===== src/rtl/scan_chain_ctrl.sv =====
// Scan chain controller: shifts a CHAIN_LEN-bit pattern into a negedge mux-scan chain while unloading it, with an optional capture cycle.
// Latency: done pulses CHAIN_LEN cycles after the accepting edge, or CHAIN_LEN+1 cycles when a capture cycle is added.
// Backpressure: none. start is honoured only in IDLE, abort cancels SHIFT/CAPTURE, and the busy output tells the requester to wait.
//
// Ports:
//   CLK, RSTB            - clock (posedge logic), asynchronous active-low reset
//   start, capture_en    - command request and capture option, both latched in IDLE
//   abort                - cancel the pass in progress (SHIFT or CAPTURE)
//   pattern_in           - pattern to load; bit j ends up in chain flop j
//   scan_so              - serial out of the last chain flop
//   scan_se, scan_si     - chain scan enable / serial in (registered, stable at the chain's negedge)
//   busy, done           - pass in progress / one-cycle completion pulse
//   result_out           - chain contents unloaded by the last completed pass
//   pass_cnt             - completed (non-aborted) pass count, wraps
module scan_chain_ctrl #(
    parameter int CHAIN_LEN = 16,
    parameter int CNT_W     = $clog2(CHAIN_LEN + 1),
    parameter int PASS_W    = 16
) (
    input  logic                 CLK,
    input  logic                 RSTB,
    input  logic                 start,
    input  logic                 capture_en,
    input  logic                 abort,
    input  logic [CHAIN_LEN-1:0] pattern_in,
    input  logic                 scan_so,
    output logic                 scan_se,
    output logic                 scan_si,
    output logic                 busy,
    output logic                 done,
    output logic [CHAIN_LEN-1:0] result_out,
    output logic [PASS_W-1:0]    pass_cnt
);

    typedef enum logic [1:0] {
        S_IDLE    = 2'd0,
        S_SHIFT   = 2'd1,
        S_CAPTURE = 2'd2,
        S_DONE    = 2'd3
    } state_t;

    localparam logic [CNT_W-1:0] LAST_CNT = CNT_W'(CHAIN_LEN - 1);

    state_t                 state_q, state_d;
    logic [CNT_W-1:0]       cnt_q, cnt_d;
    // Bits of the pattern still to be sent, MSB next.
    logic [CHAIN_LEN-1:0]   shift_q, shift_d;
    logic                   cap_q, cap_d;
    // Unload assembly register; samples enter at bit 0 and move up, so the
    // first sample (old flop CHAIN_LEN-1) ends up at the MSB.
    logic [CHAIN_LEN-1:0]   asm_q, asm_d;
    logic [CHAIN_LEN-1:0]   result_q, result_d;
    logic [PASS_W-1:0]      pass_q, pass_d;
    logic                   se_q, se_d;
    logic                   si_q, si_d;
    logic                   busy_q, busy_d;
    logic                   done_q, done_d;
    logic                   enter_done;

    always_comb begin
        state_d    = state_q;
        cnt_d      = cnt_q;
        shift_d    = shift_q;
        cap_d      = cap_q;
        asm_d      = asm_q;
        result_d   = result_q;
        pass_d     = pass_q;
        se_d       = 1'b0;
        si_d       = 1'b0;
        busy_d     = 1'b0;
        done_d     = 1'b0;
        enter_done = 1'b0;

        case (state_q)
            S_IDLE: begin
                // abort has no effect here, so start alone decides.
                if (start) begin
                    state_d = S_SHIFT;
                    cnt_d   = '0;
                    cap_d   = capture_en;
                    shift_d = {pattern_in[CHAIN_LEN-2:0], 1'b0};
                    asm_d   = {{(CHAIN_LEN-1){1'b0}}, scan_so};
                    se_d    = 1'b1;
                    si_d    = pattern_in[CHAIN_LEN-1];
                    busy_d  = 1'b1;
                end
            end
            S_SHIFT: begin
                if (abort) begin
                    state_d = S_IDLE;
                end else if (cnt_q == LAST_CNT) begin
                    // All CHAIN_LEN samples are already in asm_q.
                    if (cap_q) begin
                        state_d = S_CAPTURE;
                        busy_d  = 1'b1;
                    end else begin
                        enter_done = 1'b1;
                    end
                end else begin
                    cnt_d   = cnt_q + 1'b1;
                    shift_d = {shift_q[CHAIN_LEN-2:0], 1'b0};
                    asm_d   = {asm_q[CHAIN_LEN-2:0], scan_so};
                    se_d    = 1'b1;
                    si_d    = shift_q[CHAIN_LEN-1];
                    busy_d  = 1'b1;
                end
            end
            S_CAPTURE: begin
                if (abort) begin
                    state_d = S_IDLE;
                end else begin
                    enter_done = 1'b1;
                end
            end
            S_DONE: begin
                state_d = S_IDLE;
            end
            default: begin
                state_d = S_IDLE;
            end
        endcase

        if (enter_done) begin
            state_d  = S_DONE;
            done_d   = 1'b1;
            busy_d   = 1'b1;
            result_d = asm_q;
            pass_d   = pass_q + 1'b1;
        end
    end

    always_ff @(posedge CLK or negedge RSTB) begin
        if (!RSTB) begin
            state_q  <= S_IDLE;
            cnt_q    <= '0;
            shift_q  <= '0;
            cap_q    <= 1'b0;
            asm_q    <= '0;
            result_q <= '0;
            pass_q   <= '0;
            se_q     <= 1'b0;
            si_q     <= 1'b0;
            busy_q   <= 1'b0;
            done_q   <= 1'b0;
        end else begin
            state_q  <= state_d;
            cnt_q    <= cnt_d;
            shift_q  <= shift_d;
            cap_q    <= cap_d;
            asm_q    <= asm_d;
            result_q <= result_d;
            pass_q   <= pass_d;
            se_q     <= se_d;
            si_q     <= si_d;
            busy_q   <= busy_d;
            done_q   <= done_d;
        end
    end

    assign scan_se    = se_q;
    assign scan_si    = si_q;
    assign busy       = busy_q;
    assign done       = done_q;
    assign result_out = result_q;
    assign pass_cnt   = pass_q;

endmodule


===== config.mk =====
export PLATFORM = sky130hd
export DESIGN_NAME = scan_chain_ctrl
export DESIGN_NICKNAME = d
export VERILOG_FILES = /design/src/rtl/scan_chain_ctrl.sv
export SDC_FILE = /design/constraint.sdc
export NUM_CORES = 1
export LEC_CHECK = 0
export BUFFER_PORTS_ARGS = -buffer_cell sky130_fd_sc_hd__buf_2
export CORE_UTILIZATION = 55
export CTS_CLUSTER_DIAMETER = 150
export CTS_CLUSTER_SIZE = 25
export DETAILED_ROUTE_END_ITERATION = 8
export PLACE_DENSITY_LB_ADDON = 0.05
export SLEW_MARGIN = 20
export SYNTH_ARGS = -nofsm -noshare
export SYNTH_HDL_FRONTEND = slang
export SYNTH_SLANG_ARGS = --single-unit

===== constraint.sdc =====
create_clock -name CLK -period 2.51 [get_ports CLK]
set_clock_uncertainty 0.1 [all_clocks]
set_input_delay 0.753 -clock CLK [delete_from_list [all_inputs] [get_ports CLK]]
set_output_delay 0.753 -clock CLK [all_outputs]
set_load 0.03 [all_outputs]

* Word level (Yosys, flattened, before mapping)
Cells that the tools add are included.
** Storage, ports and cells
- Register bits :: 76
- Output and inout bits :: 36
- Logic and storage cells :: 67
** Operators by class
- Add/sub/neg operators :: 2
- Eq/ne operators :: 11
- Muxes and demuxes :: 38
- Reductions and logical operators :: 5
** Operators with widths (number)
- $mux 16 :: 6
- $pmux 16 s2 :: 2
- $add 16x1->16 const B :: 1
- $mux 1 :: 15
- $mux 5 :: 3
- $mux 2 :: 6
- $pmux 5 s2 :: 1
- $ne 4x4->1 const B :: 2
- $pmux 1 s2 :: 4
- $pmux 2 s4 :: 1
- $reduce_and 4->1 :: 2
- $ne 2x2->1 const B :: 3
- $ne 3x3->1 const B :: 2
- $add 5x1->5 const B :: 1
- $eq 5x4->1 const B :: 1
- $eq 2x2->1 const B :: 2
- $eq 2x1->1 const B :: 1
- $logic_not 2->1 :: 1
- $reduce_and 2->1 :: 1
- $reduce_bool 2->1 :: 1

* Longest topological paths before layout
Gate-level depths: netlist of the first run.
- Depth in word-level cells :: 6
- Mapped depth :: 10
- Depth with buffers taken out :: 8

* Least setup slack after synthesis of the first run
OpenSTA, ideal clock, no wires.
- Path kind :: reg2reg
- Start point :: register cnt_q[0]
- End point :: register asm_q[0]
- Arrival time :: 2069 ps
- Data required time :: 2282 ps
- Slack :: 214 ps
- Stages on the path, launching flop included :: 9
- Period minus slack after synthesis :: 2296 ps
- Cells stage by stage :: dfrtp_1 > ha_1 > and3_1 > ha_1 > o21a_1 > or3_1 > buf_2 > buf_2 > mux2_1
** On the way
- Word-level cells in the longest chain between the ends :: 3
** Ends and longest elaborated chain
- start: declaration :: line 45 : logic [CNT_W-1:0] cnt_q, cnt_d;
- start signal: assignment :: line 147 : cnt_q <= cnt_d;
- $eq 5x4->1 :: line 91 : end else if (cnt_q == LAST_CNT) begin
- $ne 2x2->1 (no line)
- $reduce_and 4->1 (no line)
- end signal: assignment :: line 150 : asm_q <= asm_d;
- end: declaration :: line 51 : logic [CHAIN_LEN-1:0] asm_q, asm_d;
No other way between the ends.
A chain may end at the register's enable or synchronous reset.

* Worst setup path in the final report of the first run
- Start point :: register cnt_q[0]
- End point :: register pass_q[4] (netlist: pass_cnt[4])
** On the way
- Word-level cells in the longest chain between the ends :: 4
** Ends and longest elaborated chain
- $eq 5x4->1 :: line 91
- $mux 1 :: line 91
- $mux 1 :: line 89 : if (abort) begin
- $pmux 1 s2 :: line 74 : case (state_q)
- end signal: assignment :: line 152 : pass_q <= pass_d;
- end: declaration :: line 53 : logic [PASS_W-1:0] pass_q, pass_d;
No other way between the ends.

==> impl_metrics.py, run 1 <==
metrics = {
    "route": {
        "first_pass_iters": 4,
        "final_antenna_net_count": 0,
        "first_iter_violations": 152,
        "post_drt_via_cell_ratio": 5.17,
        "drc": 0,
        "num_vias": 2390,
        "routedWlPerCell_microns": 12.9,
        "routed_wl_mm": 5.94,
    },
    "sta": {
        "rsz0062_at_grt": "no",
        "hold_slack_ns": 0.263,
        "setup_viol": 0,
        "worst_slack_ns": 0.198,
        "fmax_ghz": 0.433,
        "finalHoldViolCount": 0,
        "slew_headroom": 0.701,
        "tns_ns": 0,
        "slew_viol_final": 0,
        "fin_crit_ns": 2.31,
        "tightestPinTransition_ns": 0.449,
        "fin_crit_sh": 0.921,
    },
    "yosys": {
        "synth-edff-count": 0,
        "synth_async_sr_flop_share": 1.00,
        "synthesis.nets": 356,
        "synthCells": 328,
        "synth_top_cells_by_area": "dfrtp_1 58%, nand2_1 12%, o21ai_0 5.3%, mux2i_1 4.3%, xnor2_1 3.0%",
        "yosysSeqAreaShare": 0.580,
        "synth_top_area_share": 0.580,
        "synth_seq_cells": 75,
        "ys_types": 33,
        "synth-warning-count": 0,
        "yosysTopAreaCell": "dfrtp_1",
        "synth.avg_cell_area_sq_um": 9.86,
        "synthFlopType": "dfrtp_1",
        "yosys.cell_count.top_type": "nand2_1",
        "netlist_area_sq_mm": 0.00323,
        "yosys-top-cells-count": "105 x nand2_1, 75 x dfrtp_1, 34 x o21ai_0",
    },
    "die": {
        "rows": 27,
        "ios": 58,
        "die_h_microns": 78.7,
        "die_area_sq_mm": 0.00619,
        "coreArea_sq_mm": 0.00557,
        "die_w_microns": 78.7,
        "initial_core_util": 0.580,
    },
    "worst_setup_path": {
        "arrival_ns": 2.43,
        "reg2reg_from": "cnt_q[0]",
        "crit_path_start_kind": "flip-flop",
        "crit_fanout": 13,
        "reg2reg_slack_ns": 0.20,
        "reg2reg_to": "pass_cnt[4]",
        "cpLargestDelayFamily": "simple AND/OR/NAND/NOR gates",
        "rr_worst_depth": 9,
        "critPathMaxStageDelay_ns": 0.40,
        "critPathRequiredTime_ns": 2.63,
        "crit_slowest_cell": "dfrtp_1",
        "crit_buf_inv": 2,
        "crit_type": "flip-flop to flip-flop",
        "end_kind": "flip-flop",
        "crit_chain": "ha_1 -> and3_1 -> ha_1 -> buf_4 -> and3b_1 -> o21ai_1 -> inv_1 -> and3_1 -> xor2_1",
    },
    "grt": {
        "grt_pass1_wl_mm": 10.6,
        "track_usage": 0.224,
        "grt_overflow": 0,
        "grt_max_degree": 48,
        "grt_pass1_vias": 2323,
        "antenna_found_initial": 0,
    },
    "worst_hold_path": {
        "min_path_type": "input port to asynchronous set/reset pin",
    },
    "pwr": {
        "pwr-share-seq": 0.482,
        "leakagePower_nw": 2.02,
        "p_clk_frac": 0.241,
        "ir_worst_vdd_uv": 478,
        "powerDensity_mw_per_mm2": 849,
        "p_total_mw": 3.21,
        "p_sw_frac": 0.329,
        "internal-power_mw": 2.15,
        "switching_power_mw": 1.06,
        "p_comb_frac": 0.277,
    },
    "cts": {
        "clockBufferDepth": 2,
        "root_buffer": "clkbuf_8",
        "cts_tree": "yes",
        "worst_skew_pair.late_latency_ns": 0.33,
        "cts_buffers": 9,
        "holdBufCountCts": 0,
        "cts.clk_slew.worst_paths_ns": 0.07,
        "cts_sinks": 75,
        "cts_max_level": 3,
    },
    "layout": {
        "area_growth_pct": 17.0,
        "nets": 414,
        "fin_util": 0.678,
        "fill_cells": 446,
        "multi_input_area_sq_mm": 0.00126,
        "drive_above_1_share": 0.203,
        "n_antenna_cell": 0,
        "ff_latch_area_sq_mm": 0.00188,
    },
    "placed_design": {
        "place_ws_ns": 0.0732,
        "io_buffers": 57,
        "gp_congestion": 0.850,
        "hpwl_mm": 4.20,
    },
    "status": {
        "status": "finished, final reports clean",
    },
    "job": {
        "drv_cap": 0,
    },
}
==> layout by cell type (no fill, tap or decap), drive strengths merged, types with 5 or more instances in the layout <==
cell,n
mux2i,14
nand3,6
clkbuf,12
buf,64
ha,6
o21ai,38
inv,7
nand4,5
nor2,7
and3,6
dfrtp,75
xnor2,11
nand2,105
==> flip-flops by register name (all words and copies together), names as in the netlist <==
signal / flops
shift_q: 15
pass_cnt: 16
asm_q: 16
state_q: 2
scan_si: 1
result_out: 16
cnt_q: 5
done: 1
busy: 1
scan_se: 1
cap_q: 1
==> timing repair <==
action | CTS | global route
gates resized for setup | 0 | 1
endpoints found under the setup margin | 0 | 1
setup buffers | 0 | 0
==> area by class of cell <==
cell class                      instances  share of cell area
Sequential cell                        75               0.496
Multi-Input combinational cell        229               0.334
Timing Repair Buffer                   64              0.0966
Clock buffer                           12              0.0384
Tap cell                               72              0.0238
Inverter                                7             0.00695
Clock inverter                          3             0.00397
==> worst max-delay path by stage <==
stage                         from              to  slack [ns]  depth (start not counted)
after global placement    cnt_q[0]        asm_q[0]        0.12                          7
after detailed placement  cnt_q[0]        asm_q[0]        0.07                          7
after global routing      cnt_q[0]  result_out[15]        0.08                         10
after floorplan           cnt_q[0]        asm_q[0]        0.21                          8
final                     cnt_q[0]     pass_cnt[4]        0.20                          9
after CTS                 cnt_q[0]        asm_q[0]        0.06                          7
==> routing by layer <==
layer  vias to the layer above  part of all wire  GRT usage  wire [microns]
met3                        13             0.037     0.0395             217
met5                         -                 0          0               0
met4                         0             0.021      0.117             127
met1                      1127              0.49      0.305            2890
met2                        47              0.46      0.345            2710
li1                       1203                 -          -               -
==> logic make-up (layout without fill, tap and decap cells) <==
group                      count (synthesis)  after routing  synth area share
buffers and inverters                     24             86            0.0306
xor gates and xnor gates                  15             15            0.0406
adders and majority gates                  6              6            0.0232
muxes                                     16             16            0.0503
DFF                                       75             75             0.580
and+or+nand+nor                          143            143             0.190
AOI/OAI and AO/OA                         49             49            0.0848
==> power groups by stage <==
stage          combinational, mW  sequential, mW  clock, mW
3_5_place_dp               0.897            1.57          0
5_1_grt                     1.02            1.57      0.849
4_1_cts                    0.897            1.55      0.806
2_1_floorplan              0.651            1.58          0
6_report                   0.889            1.55      0.774
3_3_place_gp               0.873            1.56          0
==> metrics by stage <==
stage          std cells  instance area [sq um]
3_3_place_gp         447                   3620
3_5_place_dp         447                   3620
6_report             462                   3780
5_1_grt              462                   3780
4_1_cts              462                   3780
2_1_floorplan        328                   3230
Note: power is estimated with default switching activity, not from simulation.
==> run 2: changes to the inputs <==
--- a/config.mk
+++ b/config.mk
@@ -7,6 +7,7 @@
 export LEC_CHECK = 0
 export BUFFER_PORTS_ARGS = -buffer_cell sky130_fd_sc_hd__buf_2
 export CORE_UTILIZATION = 55
+export CTS_BUF_LIST = sky130_fd_sc_hd__clkbuf_16
 export CTS_CLUSTER_DIAMETER = 150
 export CTS_CLUSTER_SIZE = 25
 export DETAILED_ROUTE_END_ITERATION = 8
==> run 2 against run 1 <==
Via count grew 0.79%. Largest power group unchanged. Critical path depth is the same. Routed wire length grew 2.0%. Combinational power grew 0.8%. Core utilization grew 1.6 points. Critical path type unchanged.
==> impl_metrics.py, run 2 (synthesis results as in run 1) <==
metrics = {
    "layout": {
        "n_antenna_cell": 0,
        "drive_above_1_share": 0.200,
        "area_growth_pct": 19.8,
        "fin_util": 0.695,
        "final_cell_mix": "105 x nand2_1, 75 x dfrtp_1, 56 x buf_2",
        "nets": 414,
        "layout_commonest_cell": "nand2_1",
    },
    "die": {
        "die_area_sq_mm": 0.00619,
        "initial_core_util": 0.580,
        "ios": 58,
        "die_h_microns": 78.7,
        "die_w_microns": 78.7,
        "coreArea_sq_mm": 0.00557,
        "rows": 27,
    },
    "cts": {
        "clockBufferDepth": 2,
        "worst_skew_pair.late_latency_ns": 0.32,
        "cts.clk_slew.worst_paths_ns": 0.05,
        "cts_sinks": 75,
        "cts_max_level": 3,
        "cts_buffers": 9,
        "postCtsSetupRepairBufs": 0,
        "cts_tree": "yes",
        "root_buffer": "clkbuf_16",
    },
    "pwr": {
        "pwr-share-seq": 0.439,
        "p_total_mw": 3.53,
        "switching_power_mw": 1.11,
        "leakagePower_nw": 2.07,
        "internal-power_mw": 2.43,
        "ir_worst_vdd_uv": 490,
        "p_sw_frac": 0.314,
        "p_comb_frac": 0.253,
        "powerDensity_mw_per_mm2": 913,
        "p_clk_frac": 0.308,
    },
    "route": {
        "first_pass_iters": 4,
        "drc": 0,
        "routedWlPerCell_microns": 13.1,
        "final_antenna_net_count": 0,
        "num_vias": 2409,
        "post_drt_via_cell_ratio": 5.21,
        "first_iter_violations": 125,
        "routed_wl_mm": 6.07,
    },
    "placed_design": {
        "gp_congestion": 0.850,
        "io_buffers": 57,
        "hpwl_mm": 4.20,
    },
    "worst_setup_path": {
        "crit_type": "flip-flop to flip-flop",
        "crit_path_start_kind": "flip-flop",
        "critPathRequiredTime_ns": 2.62,
        "end_kind": "flip-flop",
        "arrival_ns": 2.43,
        "crit_fanout": 13,
    },
    "sta": {
        "fin_crit_sh": 0.925,
        "tightestPinTransition_ns": 0.445,
        "slew_headroom": 0.703,
        "tns_ns": 0,
        "fmax_ghz": 0.431,
        "rsz0062_at_grt": "no",
        "setup_viol": 0,
        "fin_crit_ns": 2.32,
        "slew_viol_final": 0,
        "finalHoldViolCount": 0,
    },
    "grt": {
        "track_usage": 0.229,
        "antenna_found_initial": 0,
        "grt_max_degree": 48,
        "grt_pass1_vias": 2337,
        "grt_overflow": 0,
        "grt_pass1_wl_mm": 10.8,
    },
    "worst_hold_path": {
        "min_path_type": "input port to asynchronous set/reset pin",
    },
    "job": {
        "drv_cap": 0,
    },
    "status": {
        "status": "finished, final reports clean",
    },
}
[run 2: cell type report]
cell class	instances	area [sq um]
multi-input cells	229	1260
repair buffers	64	365
well taps	72	90.1
flip-flops and latches	75	1880
clock buffers	9	225
inverters	7	26.3
fillers	437	1700
clock inverters	6	26.3
[run 2: metrics by stage]
step                      hold WS, ns  instances  cell area, sq um  setup slack, ns
after CTS                       0.291        462              3870           0.0455
final                           0.272        462              3870            0.188
after floorplan                 0.339        328              3230            0.214
after detailed placement        0.357        447              3620           0.0732
after global placement          0.355        447              3620            0.121
after global routing            0.306        462              3870           0.0710
[run 2: routing by layer]
layer	global-route usage	vias up	wire (microns)
li1	-	1205	-
met1	0.312	1138	2920
met2	0.354	53	2740
met3	0.0395	13	260
met4	0.117	0	138
met5	0	-	0
[run 2: worst paths after layout]
| check | from | to | slack, ns | depth (start not counted) |
|---|---|---|---|---|
| setup reg to reg | cnt_q[0] | pass_cnt[4] | 0.19 | 9 |
| setup / recovery | cnt_q[0] | pass_cnt[4] | 0.19 | 9 |
| min in group CLK | pass_cnt[15] | pass_cnt[15] | 0.36 | 1 |
| max in group asynchronous | RSTB | result_out[7] | 1.47 | 2 |
| hold reg to reg | pass_cnt[15] | pass_cnt[15] | 0.36 | 1 |
| hold / removal | RSTB | pass_cnt[9] | 0.27 | 1 |
[run 2: repair_timing]
action | in CTS | in global routing
endpoints found under the hold margin | 0 | 0
endpoints found under the setup margin | 0 | 2
gates resized for setup | 0 | 1
hold buffers | 0 | 0
[run 2: critical path, cell delays in order, from the launching register on]
cell and delay, ns:
dfrtp_1 0.40, ha_1 0.21, and3_1 0.19, ha_1 0.20, buf_4 0.16, and3b_1 0.20, o21ai_1 0.16, inv_1 0.21
and3_1 0.24, xor2_1 0.14
[run 2: power groups by stage]
stage	Sequential (mW)	Combinational, mW	Clock (mW)
floorplan	1.58	0.651	0
global placement	1.56	0.873	0
detailed placement	1.57	0.897	0
CTS	1.55	0.900	1.12
global route	1.58	1.02	1.16
finish	1.55	0.896	1.09
==> run 3: changes to the inputs <==
--- a/config.mk
+++ b/config.mk
@@ -12,7 +12,8 @@
 export CTS_CLUSTER_SIZE = 25
 export DETAILED_ROUTE_END_ITERATION = 8
 export PLACE_DENSITY_LB_ADDON = 0.05
-export SLEW_MARGIN = 20
+export RECOVER_POWER = 50
+export SLEW_MARGIN = 10
 export SYNTH_ARGS = -nofsm -noshare
 export SYNTH_HDL_FRONTEND = slang
 export SYNTH_SLANG_ARGS = --single-unit
==> run 3 against run 2 <==
Worst setup slack got worse by 0.0034 ns. Routed wire length up 0.20%. Global-route usage did not move. Die area stayed put. Register-to-register slack about the same. Critical path depth unchanged. Maximum frequency down 0.15%. Clock power is essentially flat. Critical endpoint unchanged. Largest power group unchanged.
==> impl_metrics.py, run 3 (synthesis results as in run 1) <==
metrics = {
    "grt": {
        "grt_pass1_vias": 2337,
        "track_usage": 0.229,
        "grt_pass1_wl_mm": 10.8,
        "antenna_found_initial": 0,
        "grt_max_degree": 48,
        "grt_overflow": 0,
    },
    "worst_setup_path": {
        "crit_chain": "ha_1 -> and3_1 -> ha_1 -> buf_4 -> and3b_1 -> o21ai_1 -> inv_1 -> and3_1 -> xor2_1",
        "end_kind": "flip-flop",
        "cpLargestDelayFamily": "simple AND/OR/NAND/NOR gates",
        "crit_slowest_cell": "dfrtp_1",
        "arrival_ns": 2.43,
        "crit_fanout": 13,
        "critPathMaxStageDelay_ns": 0.40,
        "critPathRequiredTime_ns": 2.62,
        "crit_buf_inv": 2,
        "crit_type": "flip-flop to flip-flop",
        "crit_path_start_kind": "flip-flop",
    },
    "layout": {
        "stdcell_count": 462,
        "nets": 414,
        "drive_above_1_share": 0.162,
        "final_cell_mix": "105 x nand2_1, 75 x dfrtp_1, 41 x buf_2",
        "design_area_sq_mm": 0.00385,
        "n_antenna_cell": 0,
        "fin_util": 0.691,
        "layout_commonest_cell": "nand2_1",
        "area_growth_pct": 19.1,
    },
    "die": {
        "rows": 27,
        "ios": 58,
        "die_w_microns": 78.7,
        "die_area_sq_mm": 0.00619,
        "die_h_microns": 78.7,
        "coreArea_sq_mm": 0.00557,
        "initial_core_util": 0.580,
    },
    "placed_design": {
        "dpl_cell_area_sq_mm": 0.00362,
        "gp_congestion": 0.850,
        "hpwl_mm": 4.20,
        "placed_cells": 447,
        "place_ws_ns": 0.0732,
        "io_buffers": 57,
    },
    "cts": {
        "postCtsSetupRepairBufs": 0,
        "holdBufCountCts": 0,
        "cts_sinks": 75,
        "clockBufferDepth": 2,
        "cts_max_level": 3,
        "cts.clk_slew.worst_paths_ns": 0.05,
        "cts_buffers": 9,
        "root_buffer": "clkbuf_16",
        "cts_tree": "yes",
        "worst_skew_pair.late_latency_ns": 0.32,
    },
    "pwr": {
        "ir_worst_vdd_uv": 490,
        "p_total_mw": 3.53,
        "leakagePower_nw": 2.01,
        "powerDensity_mw_per_mm2": 917,
    },
    "route": {
        "drc": 0,
        "route.met3.wl_microns": 242,
        "first_pass_iters": 4,
        "final_antenna_net_count": 0,
        "routed.top_layer": "met4",
        "drt-met1-wl_mm": 2.94,
        "first_iter_violations": 130,
        "post_drt_via_cell_ratio": 5.25,
        "num_vias": 2427,
        "routed_wl_mm": 6.08,
        "routedWlPerCell_microns": 13.2,
        "route.met2.wl_mm": 2.76,
    },
    "status": {
        "status": "finished, final reports clean",
    },
    "sta": {
        "finalHoldViolCount": 0,
        "slew_headroom": 0.423,
        "tns_ns": 0,
        "fin_crit_sh": 0.927,
        "setup_viol": 0,
        "rsz0062_at_grt": "no",
        "worst_slack_ns": 0.184,
        "tightestPinTransition_ns": 0.865,
        "hold_slack_ns": 0.363,
        "fin_crit_ns": 2.33,
        "fmax_ghz": 0.430,
        "slew_viol_final": 0,
    },
    "worst_hold_path": {
        "min_path_type": "flip-flop to flip-flop",
    },
    "job": {
        "drv_cap": 0,
    },
}
==> run 3: changes by cell type in the layout (fill, tap and decap cells not counted) <==
cell | before | now
clkbuf_1 | 0 | 15
clkbuf_2 | 0 | 1
buf_2 | 56 | 41
buf_4 | 6 | 5
==> run 3: final cells by class <==
class,count,area (sq um)
Clock buffer,9,225
Timing Repair Buffer,64,344
Tap cell,72,90.1
Inverter,7,26.3
Clock inverter,6,26.3
Multi-Input combinational cell,229,1260
Sequential cell,75,1880
Fill cell,446,1720
==> run 3: power breakdown <==
part	switching [mW]	leakage, nW	internal (mW)
clock	0.441	0.135	0.646
sequential	0.128	1.01	1.42
combinational	0.542	0.861	0.350
==> run 3: metal layers <==
| layer | vias up | track usage |
|---|---|---|
| met5 | - | 0 |
| met4 | 0 | 0.117 |
| met3 | 13 | 0.0395 |
| met2 | 49 | 0.354 |
| met1 | 1156 | 0.312 |
| li1 | 1209 | - |
==> run 3: worst reg2reg max path, stage by stage, from the launching register on <==
cell,delay [ns]
dfrtp_1,0.40
ha_1,0.21
and3_1,0.19
ha_1,0.20
buf_4,0.16
and3b_1,0.20
o21ai_1,0.16
inv_1,0.21
and3_1,0.24
xor2_1,0.14
==> run 3: worst paths after layout <==
kind | cells past startpoint | endpoint | slack [ns] | start
min in group asynchronous | 1 | pass_cnt[9] | 0.44 | RSTB
hold reg to reg | 1 | pass_cnt[15] | 0.36 | pass_cnt[15]
setup / recovery | 9 | pass_cnt[4] | 0.18 | cnt_q[0]
max in group asynchronous | 2 | result_out[7] | 1.17 | RSTB
setup reg to reg | 9 | pass_cnt[4] | 0.18 | cnt_q[0]
hold / removal | 1 | pass_cnt[15] | 0.36 | pass_cnt[15]
==> run 3: timing repair <==
item                       CTS  global route
gates resized for setup      0             1
hold endpoints to repair     0             0
setup endpoints to repair    0             2
